File: src/rtl/irq_enc_pkg.sv
// Shared constants and helpers for the irq_encoder8 request encoder.
package irq_enc_pkg;
   localparam int N  = 8;
   localparam int IW = 3;

   localparam logic [IW-1:0] PTR_RST = 3'd7;

   function automatic logic [N-1:0] onehot(input logic [IW-1:0] idx);
      logic [N-1:0] v;
      v      = '0;
      v[idx] = 1'b1;
      return v;
   endfunction
endpackage

File: src/rtl/prio_enc8.sv
// Combinational 8-input priority encoder: first set bit at or after start, wrapping modulo 8.
module prio_enc8
   import irq_enc_pkg::*;
(
   input  logic [N-1:0]  c,
   input  logic [IW-1:0] start,
   output logic [IW-1:0] idx,
   output logic          any
);

   logic [IW-1:0] w_pos;

   always_comb begin
      idx   = '0;
      any   = 1'b0;
      w_pos = '0;
      for (int k = 0; k < N; k++) begin
         w_pos = start + IW'(k);
         if (!any && c[w_pos]) begin
            idx = w_pos;
            any = 1'b1;
         end
      end
   end

endmodule

File: src/rtl/irq_encoder8.sv
// Sequential 8-to-3 request encoder with valid/ready output slot.
// Define IRQ_ENC_ROUND_ROBIN_EN for rotating priority; default is fixed lowest-index priority.
module irq_encoder8
   import irq_enc_pkg::*;
(
   input  logic          clk,
   input  logic          rst_n,
   input  logic [N-1:0]  req,
   input  logic          clr,
   input  logic          ready_i,
   output logic [IW-1:0] idx_o,
   output logic          valid_o,
   output logic [N-1:0]  pend_o
);

   logic [N-1:0]  r_pend;
   logic [IW-1:0] r_idx;
   logic          r_valid;

   logic          w_free;
   logic [N-1:0]  w_c;
   logic [IW-1:0] w_start;
   logic [IW-1:0] w_gnt;
   logic          w_any;

   assign w_free = !r_valid || ready_i;
   assign w_c    = r_pend | req;

`ifdef IRQ_ENC_ROUND_ROBIN_EN
   logic [IW-1:0] r_ptr;

   // Search begins just past the last granted source so every source gets a turn.
   assign w_start = r_ptr + 3'd1;

   always_ff @(posedge clk or negedge rst_n) begin
      if (!rst_n) begin
         r_ptr <= PTR_RST;
      end else if (clr) begin
         r_ptr <= PTR_RST;
      end else if (w_free && w_any) begin
         r_ptr <= w_gnt;
      end
   end
`else
   assign w_start = '0;
`endif

   prio_enc8 u_prio (
      .c     (w_c),
      .start (w_start),
      .idx   (w_gnt),
      .any   (w_any)
   );

   always_ff @(posedge clk or negedge rst_n) begin
      if (!rst_n) begin
         r_pend  <= '0;
         r_idx   <= '0;
         r_valid <= 1'b0;
      end else if (clr) begin
         r_pend  <= '0;
         r_valid <= 1'b0;
      end else if (w_free) begin
         if (w_any) begin
            r_idx   <= w_gnt;
            r_valid <= 1'b1;
            r_pend  <= w_c & ~onehot(w_gnt);
         end else begin
            r_valid <= 1'b0;
            r_pend  <= '0;
         end
      end else begin
         // Slot stalled: keep the held index, just accumulate new requests.
         r_pend <= r_pend | req;
      end
   end

   assign idx_o   = r_idx;
   assign valid_o = r_valid;
   assign pend_o  = r_pend;

endmodule
File: config.mk
export PLATFORM = sky130hd
export DESIGN_NAME = irq_encoder8
export DESIGN_NICKNAME = d
export VERILOG_FILES = /design/src/rtl/irq_enc_pkg.sv /design/src/rtl/prio_enc8.sv /design/src/rtl/irq_encoder8.sv
export SDC_FILE = /design/constraint.sdc
export NUM_CORES = 1
export LEC_CHECK = 0
export CAP_MARGIN = 20
export CORE_MARGIN = 2
export CORE_UTILIZATION = 44
export DETAILED_ROUTE_END_ITERATION = 12
export PLACE_DENSITY = 0.81
export SYNTH_ARGS = -nofsm -noshare
export SYNTH_HDL_FRONTEND = slang
export SYNTH_SLANG_ARGS = --single-unit
File: constraint.sdc
create_clock -name clk -period 3.75 [get_ports clk]
set_input_delay 0.75 -clock clk [delete_from_list [all_inputs] [get_ports clk]]
set_output_delay 0.75 -clock clk [all_outputs]
set_load 0.01 [all_outputs]
### Yosys cells after proc, flatten, opt, wreduce, memory -nomap -nowiden

Cells that the tools add are included.
W data, S select, Z words.

* input port bits: 12
* register bits after elaboration: 12

* mux-type cells: 23
* $lt $le $gt $ge: 2
* bitwise operators: 4
* reduce and logical (&&, ||, !) cells: 19

Operators with widths (count)
* $mux W8: 3
* $mux W1: 13
* $mux W3: 4
* $and A8 B8 Y8: 1
* $logic_and A1 B1 Y1: 8
* $logic_not A1 Y1: 8
* $not A8 Y8: 1
* $or A8 B8 Y8: 1
* $lt A3 B4 Y1 const B: 1
* $mux W2: 2
* $demux W1 S3: 1
* $ge A3 B1 Y1 const B: 1
* $reduce_and A3 Y1: 1
* $reduce_bool A2 Y1: 1
* $logic_or A1 B1 Y1: 1
* $not A1 Y1: 1

### Logic depth before layout (Yosys ltp)

* word-level depth: 32
* depth in mapped cells: 4
* mapped depth without buffers: 4

### Modules after synthesis

From an unflattened synthesis, not the netlist that was laid out.

* cell total of the unflattened synthesis: 171
* area total of the unflattened synthesis: 1637.8 um^2

By module, submodules not included
* prio_enc8: area an instance 1081.0 um^2, cells each 121, seq. area each 0.0 um^2, times used 1
* irq_encoder8: area an instance 556.8 um^2, cells each 50, seq. area each 300.3 um^2, times used 1

### Worst setup path before layout

No wires, ideal clock.

* path kind: input -> register
* from: input port req[0]
* to: register r_pend[4] (netlist: pend_o[4])
* path buffers: 0
* slack: 1772 ps
* library setup time: 96 ps
* arrival: 1883 ps
* stages on the path: 4
* required time: 3654 ps
* path through: nor4_4 > nand2_2 > or3_4 > a311oi_2

* longest elaborated chain between the ends: 32

RTL lines
* from (decl): line irq_encoder8.sv:8 `input logic [N-1:0] req,`
* $or A8 B8 Y8 (*): line irq_encoder8.sv:27 `assign w_c = r_pend | req;`
* $mux W1 (*): line prio_enc8.sv:19 `if (!any && c[w_pos]) begin`
* $logic_not A1 Y1: line prio_enc8.sv:19
* $logic_and A1 B1 Y1: line prio_enc8.sv:19
* $mux W1: line prio_enc8.sv:19
* $logic_not A1 Y1: line prio_enc8.sv:19
* $logic_and A1 B1 Y1: line prio_enc8.sv:19
* $mux W1: line prio_enc8.sv:19
* [16 not listed]
* $logic_and A1 B1 Y1 (not written as such): line irq_enc_pkg.sv:11 `v[idx] = 1'b1;`
* $mux W1 (not written as such): line irq_enc_pkg.sv:11
* $demux W1 S3: line irq_enc_pkg.sv:11
* $not A8 Y8: line irq_encoder8.sv:67 `r_pend <= w_c & ~onehot(w_gnt);`
* $and A8 B8 Y8: line irq_encoder8.sv:67
* $mux W8 (*): line irq_encoder8.sv:64 `if (w_any) begin`
* $mux W8 (*): line irq_encoder8.sv:63 `end else if (w_free) begin`
* $mux W8 (*): line irq_encoder8.sv:60 `end else if (clr) begin`
* to (signal assigned): line irq_encoder8.sv:67
* to (signal assigned): line irq_encoder8.sv:74 `r_pend <= r_pend | req;`
* to (decl): line irq_encoder8.sv:16 `logic [N-1:0] r_pend;`

Every way passes the cells marked *; elsewhere a longest branch is shown, timed or not.
A chain may end at the register's enable or synchronous reset.

### Final worst setup path

Same ends and word-level chain as after synthesis.

==> out/qor.json <==
{
  "outcome": {"value": "finished, final reports clean"},
  "cts_inserted_buffers": {"value": 3},
  "rrSetupSlack": {"value": 1.99, "unit": "ns"},
  "drt_iter0_drc": {"value": 30},
  "synth_simple_gate_area_share": {"value": 32.0, "unit": "%"},
  "grtUsageTotal": {"value": 18.9, "unit": "%"},
  "post_synth_main_area_contributors": {"value": "sky130_fd_sc_hd__dfrtp_1 (49%), sky130_fd_sc_hd__nor4_4 (6.9%), sky130_fd_sc_hd__nor2_1 (5.5%)"},
  "dpl.cell_count": {"value": 98},
  "synth_top_area_share": {"value": 48.6, "unit": "%"},
  "cts.reportedPaths.clkPinSlew": {"value": 0.08, "unit": "ns"},
  "largest_family_of_logic_cells_by_synthesized_area": {"value": "simple AND/OR/NAND/NOR gates"},
  "min_period": {"value": 2.31, "unit": "ns"},
  "ctsHoldBuffers": {"value": 0},
  "timing_worst_setup_path_type": {"value": "primary input to flop"},
  "core_area": {"value": 0.00130, "unit": "mm2"},
  "path_max_fanout": {"value": 7},
  "globalRouteOverflowTotal": {"value": 0},
  "antenna_cells": {"value": 0},
  "viasPerCell": {"value": 5.77},
  "grt_antenna_before_repair": {"value": 0},
  "die_h": {"value": 41.5, "unit": "um"},
  "dieArea": {"value": 0.00172, "unit": "mm2"},
  "finalSetupTns": {"value": 0, "unit": "ns"},
  "stdcell_count": {"value": 102},
  "syn_avg_cell_area": {"value": 10.1, "unit": "um2"},
  "cp-start-kind": {"value": "primary input"},
  "clk-insertion-delay-late": {"value": 0.28, "unit": "ns"},
  "cap_viol_max_count": {"value": 0},
  "nFillCells": {"value": 109},
  "timing_max_transition_violations_final": {"value": 0},
  "detailed_place_hpwl": {"value": 1.10, "unit": "mm"},
  "timing.critical_path.arrival": {"value": 2.50, "unit": "ns"},
  "reg_to_reg_startpoint": {"value": "pend_o[0]"},
  "fraction_of_the_mapped_netlist_area_in_compound_gates": {"value": 18.8, "unit": "%"},
  "synthDominantAreaCellType": {"value": "sky130_fd_sc_hd__dfrtp_1"},
  "worstRegToRegCells": {"value": 4},
  "final_util": {"value": 69.1, "unit": "%"},
  "final_net_count": {"value": 100},
  "cts_root_buf": {"value": "sky130_fd_sc_hd__clkbuf_4"},
  "power_density_cells": {"value": 370, "unit": "mW/mm2"},
  "totalWireLength": {"value": 1.42, "unit": "mm"},
  "port-buffer-count": {"value": 23},
  "holdPathStages": {"value": 1},
  "post_cts.resized_instances": {"value": 0},
  "max-vdd-ir-drop": {"value": 0.000221, "unit": "V"},
  "mostFrequentLayoutCells": {"value": "sky130_fd_sc_hd__clkdlybuf4s50_1 (23), sky130_fd_sc_hd__dfrtp_1 (12), sky130_fd_sc_hd__nor2_1 (9)"},
  "r2r-end": {"value": "pend_o[4]"},
  "chipWidth": {"value": 41.5, "unit": "um"},
  "worstSetupEndpointType": {"value": "flop"},
  "syn2layout_area_growth": {"value": 45.5, "unit": "%"},
  "synthCells": {"value": 61},
  "number_of_buffers_on_the_longest_clock_path": {"value": 2},
  "required_time_of_the_critical_path": {"value": 3.94, "unit": "ns"},
  "route.antenna.remaining_nets": {"value": 0},
  "final_setup_viols": {"value": 0},
  "place_congestion": {"value": 0.743},
  "layout.cells.most_common": {"value": "sky130_fd_sc_hd__clkdlybuf4s50_1"},
  "final-hold-violation-count": {"value": 0},
  "worst_relative_slew_slack": {"value": 63.9, "unit": "%"},
  "busiest_layer": {"value": "met2"},
  "first_global_vias": {"value": 584},
  "synth_fa_ha_area_share": {"value": 0, "unit": "%"},
  "synth.area.mux_share": {"value": 0, "unit": "%"},
  "ys_ff_latch": {"value": 12},
  "grt_first_pass_wirelength": {"value": 2.53, "unit": "mm"},
  "worstHoldStart": {"value": "idx_o[0]"},
  "drive_gt1_share": {"value": 11.5, "unit": "%"},
  "fin_ws": {"value": 1.44, "unit": "ns"},
  "final_design_area_no_fill": {"value": 900, "unit": "um2"},
  "mappedNetlistNets": {"value": 73},
  "rsz0062_at_grt": {"value": "false"},
  "synth_sequential_area_ratio": {"value": 48.6, "unit": "%"},
  "num_io_pins": {"value": 24},
  "yosys.cell_types.count": {"value": 25},
  "drt_pre_antenna_iters": {"value": 4},
  "detailroute.via_count": {"value": 589},
  "floorplan.initialDensity": {"value": 47.5, "unit": "%"},
  "hp-class": {"value": "flop to flop"},
  "p_leak": {"value": 0.333, "unit": "nW"},
  "drcViolationCount": {"value": 0},
  "netlist_area": {"value": 618, "unit": "um2"},
  "place_area": {"value": 863, "unit": "um2"},
  "max_freq": {"value": 433, "unit": "MHz"},
  "grt.met2_usage": {"value": 31.3, "unit": "%"},
  "tritoncts_clock_tree": {"value": "yes"},
  "floorplan.rows": {"value": 13},
  "worst_slack_after_detailed_placement": {"value": 1.15, "unit": "ns"},
  "fin_crit_sh": {"value": 61.6, "unit": "%"},
  "holdPathEnd": {"value": "idx_o[0]"},
  "setup_fix_bufs_post_cts": {"value": 0},
  "yosys_warnings": {"value": 0},
  "routed_wire_length_per_instance": {"value": 13.9, "unit": "um"},
  "met1_usage": {"value": 22.4, "unit": "%"},
  "synth-xor-area-share": {"value": 0, "unit": "%"},
  "use_met3": {"value": 3.48, "unit": "%"},
  "grt_start_max_net_pins": {"value": 13},
  "max_slew.worst_pin.slew": {"value": 0.539, "unit": "ns"},
  "numClockSinks": {"value": 12},
  "clock-skew-final": {"value": 0.00158, "unit": "ns"},
  "htreeDepth": {"value": 1}
}
[worst max path at each step]
stage                     slack, ns  cells after the start   start   endpoint
after floorplan                1.77                      4  req[0]  pend_o[4]
after global placement         1.20                      5  req[0]  pend_o[4]
after detailed placement       1.15                      5  req[0]  pend_o[4]
after CTS                      1.44                      5  req[0]  pend_o[4]
after global routing           1.36                      5  req[0]  pend_o[0]
final                          1.44                      5  req[0]  pend_o[4]
[final cells by class]
type                    instances  area (um2)  share of cell area [%]
clock buffers                   4        36.3                    4.03
repair buffers                 23         230                    25.6
well taps                      15        18.8                    2.09
multi-input cells              48         314                    34.9
flip-flops and latches         12         300                    33.4
[metrics by stage]
step | total power (W) | hold slack (ns)
floorplan | 0.000185 | 0.454
finish | 0.000332 | 0.492
detailed placement | 0.000230 | 0.477
global route | 0.000347 | 0.521
CTS | 0.000334 | 0.495
global placement | 0.000229 | 0.474
[layer usage]
| layer | vias to the layer above | routed length [um] |
|---|---|---|
| met1 | 272 | 601 |
| met5 | - | 0 |
| met2 | 25 | 708 |
| met4 | 0 | 33 |
| li1 | 287 | - |
| met3 | 5 | 74 |
[synth_stat cells]
cell type,count
sky130_fd_sc_hd__and2_2,1
sky130_fd_sc_hd__nand3b_1,1
sky130_fd_sc_hd__nor4_4,2
sky130_fd_sc_hd__o21a_1,1
sky130_fd_sc_hd__nor2b_1,1
sky130_fd_sc_hd__nand2b_1,1
sky130_fd_sc_hd__o21ai_0,3
sky130_fd_sc_hd__nor3_1,2
sky130_fd_sc_hd__a311oi_2,1
sky130_fd_sc_hd__clkbuf_1,1
sky130_fd_sc_hd__a311oi_1,1
sky130_fd_sc_hd__o22a_1,1
sky130_fd_sc_hd__a31oi_1,1
sky130_fd_sc_hd__nor4_1,2
sky130_fd_sc_hd__or3_4,1
sky130_fd_sc_hd__a211oi_1,4
sky130_fd_sc_hd__and4_1,1
sky130_fd_sc_hd__nand3_1,2
sky130_fd_sc_hd__a21oi_1,5
sky130_fd_sc_hd__or4_1,1
sky130_fd_sc_hd__nor2_1,9
sky130_fd_sc_hd__nand2_1,5
sky130_fd_sc_hd__dfrtp_1,12
sky130_fd_sc_hd__nand4b_1,1
sky130_fd_sc_hd__nand2_2,1
[worst max-delay path, stage by stage]
cell and delay, ns:
sky130_fd_sc_hd__clkdlybuf4s50_1 0.47, sky130_fd_sc_hd__nor4_4 0.48, sky130_fd_sc_hd__nand2_2 0.14, sky130_fd_sc_hd__or3_4 0.41
sky130_fd_sc_hd__a311oi_2 0.25
[power breakdown]
part,switching [W],internal [W]
clock,0.0000456,0.0000591
combinational,0.0000353,0.0000421
sequential,0.00000972,0.000141
[flip-flops by register name, summed over array words and instances (netlist names)]
name     count
idx_o        3
pend_o       8
valid_o      1
[kinds of logic after synthesis]
group           Yosys count
flops                    12
simple gates             31
buf+inv                   1
compound gates           17
Note: power is estimated with default switching activity, not from simulation.
